--- config.mk ---
export PLATFORM = sky130hd
export DESIGN_NAME = instr_dispatch_flat
export DESIGN_NICKNAME = d
export VERILOG_FILES = /design/src/rtl/instr_dispatch_if.sv /design/src/rtl/instr_dispatch.sv /design/src/flat_wrapper.sv
export SDC_FILE = /design/constraint.sdc
export NUM_CORES = 1
export LEC_CHECK = 0
export ABC_AREA = 0
export BUFFER_PORTS_ARGS = -buffer_cell sky130_fd_sc_hd__buf_2
export CELL_PAD_IN_SITES_DETAIL_PLACEMENT = 0
export CELL_PAD_IN_SITES_GLOBAL_PLACEMENT = 2
export CORE_MARGIN = 4
export CORE_UTILIZATION = 29
export CTS_CLUSTER_DIAMETER = 120
export DETAILED_ROUTE_END_ITERATION = 8
export PLACE_DENSITY_LB_ADDON = 0.08
export SLEW_MARGIN = 20
export SYNTH_ARGS = -nofsm -noshare
export SYNTH_HDL_FRONTEND = slang
export SYNTH_SLANG_ARGS = --single-unit
--- constraint.sdc ---
create_clock -name clk -period 2 [get_ports clk]
set_input_delay 0.2 -clock clk [delete_from_list [all_inputs] [get_ports clk]]
set_output_delay 0.2 -clock clk [all_outputs]
set_load 0.005 [all_outputs]
--- src/rtl/instr_dispatch_if.sv ---
// instr_dispatch_if: run/instruction/start-done bundle between the dispatcher and the instruction FSMs
interface instr_dispatch_if #(
   parameter int NUM_OPS = 8,
   parameter int PC_W    = 6
);
   logic               run;
   logic [15:0]        instr_in;
   logic [NUM_OPS-1:0] done_in;
   logic [PC_W-1:0]    pc_out;
   logic [NUM_OPS-1:0] start_out;
   logic [5:0]         ri_out;
   logic [5:0]         rj_out;
   logic               busy;
   logic               halted;
   logic               err;
   modport master (
      input  run, instr_in, done_in,
      output pc_out, start_out, ri_out, rj_out, busy, halted, err
   );
   modport slave (
      output run, instr_in, done_in,
      input  pc_out, start_out, ri_out, rj_out, busy, halted, err
   );
endinterface

--- src/rtl/instr_dispatch.sv ---
// instr_dispatch: fetch/decode/dispatch controller driving one instruction FSM at a time.
// Defining INSTR_DISPATCH_TIMEOUT_EN adds a done watchdog that traps to ERROR.
module instr_dispatch #(
   parameter int NUM_OPS     = 8,
   parameter int PC_W        = 6,
   parameter int TIMEOUT_CYC = 64
) (
   input logic              clk,
   input logic              reset,
   instr_dispatch_if.master bus
);
   typedef enum logic [2:0] {IDLE, FETCH, DECODE, ISSUE, WAIT, HALTED, ERROR} state_t;
   state_t             state, next_state;
   logic [15:0]        ir;
   logic [PC_W-1:0]    pc;
   logic [3:0]         op;
   logic [NUM_OPS-1:0] op_mask;
   logic               halt_op, bad_op, done_hit, timed_out;

   if (NUM_OPS < 1 || NUM_OPS > 15 || TIMEOUT_CYC < 1) begin : g_bad_cfg
      $error("instr_dispatch: NUM_OPS must be 1..15 and TIMEOUT_CYC >= 1");
   end

   assign op       = ir[15:12];
   assign op_mask  = NUM_OPS'(1) << op;
   assign halt_op  = op == 4'hF;
   assign bad_op   = !halt_op && 32'(op) >= NUM_OPS;
   assign done_hit = |(bus.done_in & op_mask);

`ifdef INSTR_DISPATCH_TIMEOUT_EN
   localparam int CNT_W = $clog2(TIMEOUT_CYC + 1);
   logic [CNT_W-1:0] wait_cnt;
   always_ff @(posedge clk or posedge reset)
      if (reset) wait_cnt <= '0;
      else if (state == ISSUE) wait_cnt <= '0;
      else if (state == WAIT && !done_hit) wait_cnt <= wait_cnt + CNT_W'(1);
   assign timed_out = wait_cnt == CNT_W'(TIMEOUT_CYC - 1);
`else
   assign timed_out = 1'b0;
`endif

   always_ff @(posedge clk or posedge reset)
      if (reset) state <= IDLE;
      else state <= next_state;

   always_comb begin
      next_state = state;
      case (state)
         IDLE:    next_state = bus.run ? FETCH : IDLE;
         FETCH:   next_state = DECODE;
         DECODE:  next_state = halt_op ? HALTED : bad_op ? ERROR : ISSUE;
         ISSUE:   next_state = WAIT;
         WAIT:    next_state = done_hit ? (bus.run ? FETCH : IDLE) : timed_out ? ERROR : WAIT;
         default: next_state = state;
      endcase
   end

   // done is only honoured in WAIT, so a pulse during ISSUE never advances the PC
   always_ff @(posedge clk or posedge reset)
      if (reset) begin
         ir <= '0;
         pc <= '0;
      end else begin
         if (state == FETCH) ir <= bus.instr_in;
         if (state == WAIT && done_hit) pc <= pc + PC_W'(1);
      end

   assign bus.pc_out    = pc;
   assign bus.start_out = (state == ISSUE) ? op_mask : '0;
   assign bus.ri_out    = ir[11:6];
   assign bus.rj_out    = ir[5:0];
   assign bus.busy      = !(state inside {IDLE, HALTED, ERROR});
   assign bus.halted    = state == HALTED;
   assign bus.err       = state == ERROR;
endmodule

--- src/flat_wrapper.sv ---
// flat-port wrapper written by rule: the top's interface ports become plain ports
module instr_dispatch_flat 
#(
   parameter int NUM_OPS     = 8,
   parameter int PC_W        = 6,
   parameter int TIMEOUT_CYC = 64
)
  (clk, reset, bus_run, bus_instr_in, bus_done_in, bus_pc_out, bus_start_out, bus_ri_out, bus_rj_out, bus_busy, bus_halted, bus_err);
  instr_dispatch_if #(.NUM_OPS(NUM_OPS), .PC_W(PC_W)) bus_i ();
  input logic clk;
  input logic reset;
  input wire logic [$bits(bus_i.run)-1:0] bus_run;
  input wire logic [$bits(bus_i.instr_in)-1:0] bus_instr_in;
  input wire logic [$bits(bus_i.done_in)-1:0] bus_done_in;
  output wire logic [$bits(bus_i.pc_out)-1:0] bus_pc_out;
  output wire logic [$bits(bus_i.start_out)-1:0] bus_start_out;
  output wire logic [$bits(bus_i.ri_out)-1:0] bus_ri_out;
  output wire logic [$bits(bus_i.rj_out)-1:0] bus_rj_out;
  output wire logic [$bits(bus_i.busy)-1:0] bus_busy;
  output wire logic [$bits(bus_i.halted)-1:0] bus_halted;
  output wire logic [$bits(bus_i.err)-1:0] bus_err;
  assign bus_i.run = bus_run;
  assign bus_i.instr_in = bus_instr_in;
  assign bus_i.done_in = bus_done_in;
  assign bus_pc_out = bus_i.pc_out;
  assign bus_start_out = bus_i.start_out;
  assign bus_ri_out = bus_i.ri_out;
  assign bus_rj_out = bus_i.rj_out;
  assign bus_busy = bus_i.busy;
  assign bus_halted = bus_i.halted;
  assign bus_err = bus_i.err;
  instr_dispatch #(.NUM_OPS(NUM_OPS), .PC_W(PC_W), .TIMEOUT_CYC(TIMEOUT_CYC)) u_core (.clk(clk), .reset(reset), .bus(bus_i));
endmodule
==> results.json <==
{
  "min_path_type": "in2reg",
  "status": "completed",
  "worstSetupPathType": "reg2reg",
  "ios": 56,
  "core_area_mm2": 0.00447,
  "synth_fp_nets": 149,
  "fin_crit_ns": 1.81,
  "critPathSlowestCell": "dfrtp_1",
  "initial_utilization_pct": 30.7,
  "clk_pin_slew_worst_paths_ns": 0.09,
  "maxSlewHeadroom_pct": 71.6,
  "routed_wl_um": 3060,
  "synthSimpleGateAreaFrac_pct": 16.3,
  "crit_family": "flip-flops",
  "synth_top_family_by_area": "multiplexers",
  "cts_setup_buffers": 0,
  "die_y_um": 76.9,
  "holdCritStartpoint": "bus_instr_in[9]",
  "synth_top_area_share_pct": 45.5,
  "end_kind": "flop",
  "drv_cap": 0,
  "drt-initial-drc-count": 27,
  "firstDrtPassIters": 4,
  "timing.fmax_mhz": 551,
  "gr-total-overflow": 0,
  "fin_crit_sh_pct": 90.7,
  "synthXorXnorAreaFrac_pct": 3.82,
  "worstPathRequired_ns": 2.16,
  "layout-drive-gt1-share_pct": 50.9,
  "grt_max_degree": 26,
  "rsz0062_at_grt": "no",
  "synth_top_flop_cell": "dfrtp_1",
  "synth_area_leaders": "dfrtp_1 45%, mux2_2 13%, buf_4 6.6%",
  "crit_fanout": 12,
  "yosysMostFrequentCell": "dfrtp_1",
  "die_w_um": 76.9,
  "syn_avg_cell_area_um2": 11.4,
  "muxShareOfSynthArea_pct": 17.1,
  "place_hpwl_um": 2410,
  "drv_slew": 0,
  "utilization_pct": 37.9,
  "grt_pass1_vias": 1134,
  "post_drt_wl_per_cell_um": 13.9,
  "dieArea_mm2": 0.00591,
  "crit_start": "u_core.ir[13]",
  "ys_warn_count": 0,
  "cts_resized": 0,
  "hold_buffers": 1,
  "path_buf_inv": 0,
  "setup_violations": 0,
  "cts.root.buffer_cell": "clkbuf_8",
  "antenna_left": 0,
  "vias_per_cell": 4.74,
  "rows": 24,
  "ctsLongestPathBuffers": 2,
  "ys_ff_latch": 25,
  "htree_levels": 1,
  "vias": 1048,
  "fin_tns_setup_ns": 0,
  "clk_latency_ns": 0.27,
  "reg2reg_from": "u_core.ir[13]",
  "place.gp.congestion": 0.714,
  "cts_tree": "yes",
  "critPathMaxStageDelay_ns": 0.61,
  "synth_edf_count": 0,
  "drc": 0,
  "synth_fa_ha_area_share_pct": 0.910,
  "antenna_cells": 0,
  "syn_inst": 121,
  "leakagePower_nw": 0.822,
  "cts_buffers": 3,
  "worst_pin_slew_ns": 0.425,
  "grtUsageTotal_pct": 11.2,
  "hold_viol_final": 0,
  "synth_compound_area_share_pct": 7.28,
  "fin_nets": 198,
  "cts.sinks": 25,
  "io_buffers": 55,
  "finClkSkew_ns": 0.00300,
  "area_growth_syn_to_layout_pct": 23.3,
  "ys_top_cells_by_count": "25 x dfrtp_1, 16 x mux2_2, 12 x buf_4",
  "synthDistinctLibCells": 39,
  "antenna_found_initial": 0,
  "p_per_area_mw_per_mm2": 1430,
  "fin_total_pwr_w": 0.00242,
  "cp_data_arrival_time_ns": 1.97,
  "ir_drop_uv": 627,
  "syn-cell-area_mm2": 0.00138,
  "synth-seq-area-share_pct": 45.5,
  "synthArstFlopShare_pct": 100,
  "synth_top_area_cell": "dfrtp_1",
  "worstPathCellList": "mux2i_1 > a221oi_2 > nand2_2 > mux2_4",
  "grt_pass1_wl_um": 5430,
  "start_kind": "flop"
}
## layer usage
metal  wire length, µm  vias to the layer above  share of wire, %  GRT usage [%]
met5                 0                        -                 0              0
met4                21                        0              0.69           2.72
met3               250                        2               8.2           3.86
met2              1380                       48                45           17.9
met1              1410                      485                46           14.5
li1                  -                      513                 -              -
## stage by stage
stage | hold slack, ns | setup WS, ns | cell area (µm²) | cells
4_1_cts | 0.145 | 0.202 | 1700 | 221
3_3_place_gp | 0.272 | 0.287 | 1640 | 216
6_report | 0.155 | 0.185 | 1700 | 221
5_1_grt | 0.140 | 0.0601 | 1700 | 221
3_5_place_dp | 0.279 | 0.216 | 1640 | 216
2_1_floorplan | 0.227 | 0.419 | 1380 | 121
## cells in the final DEF, fill, tap and decap left out, drive strengths merged
master       Yosys  final
o211ai           2      2
a41oi            1      1
clkbuf           3      3
a21oi            1      1
inv              1      1
o21ai            1      1
nand4b           1      1
nor3b            2      2
nand2            4      4
buf             15     61
o21a             1      1
dlygate4sd3      0      1
mux2            17     17
and3             3      3
or2b             1      1
nor2b            2      2
nor3             3      3
nor2             9      9
clkinv           0      1
xor2             1      1
nand2b           2      2
and2             1      1
nand3            5      5
nand4            2      2
a22oi            1      1
o32a             1      1
and3b            2      2
or3b             1      1
xnor2            5      5
a221oi           2      2
mux2i            4      4
ha               1      1
dfrtp           25     25
nand3b           1      1
## power by group
group          leakage [nW]  internal (W)  switching, W
Combinational         0.499      0.000635      0.000516
Sequential            0.298      0.000743      0.000222
Clock                0.0255      0.000139      0.000161
Total                 0.822       0.00152      0.000899
## worst reg2reg max path: stages, from the launching register on
cell and delay (ns):
dfrtp_1 0.61, mux2i_1 0.18, a221oi_2 0.46, nand2_2 0.14
mux2_4 0.31
## worst paths after layout
| path | slack, ns | end | cells past startpoint |
|---|---|---|---|
| max | 0.19 | u_core.bus.pc_out[1] | 4 |
| min | 0.16 | u_core.ir[9] | 2 |
| max reg2reg | 0.19 | u_core.bus.pc_out[1] | 4 |
| min reg2reg | 0.47 | u_core.bus.pc_out[5] | 1 |
| max in group asynchronous | 1.21 | u_core.bus.pc_out[3] | 4 |
| min in group asynchronous | 0.54 | u_core.ir[10] | 4 |
## sequential cells by signal (all words and copies together) (netlist names)
register / cells
u_core.bus.pc_out: 6
u_core.ir: 16
u_core.state: 3
## cell type report
cell class / instances / area (µm²)
well taps: 52 / 65.1
multi-input cells: 77 / 624
fillers: 466 / 2780
flip-flops and latches: 25 / 626
inverters: 1 / 3.75
clock inverters: 1 / 5.00
clock buffers: 3 / 41.3
repair buffers: 62 / 330
## kinds of logic (layout without fill, tap and decap cells)
kind of cell | after synthesis | in the layout
compound gates | 10 | 10
flops | 25 | 25
xor+xnor | 6 | 6
fa+ha+maj | 1 | 1
mux | 21 | 21
simple gates | 39 | 39
buf+inv | 19 | 67
(Power assumes the default switching activity.)
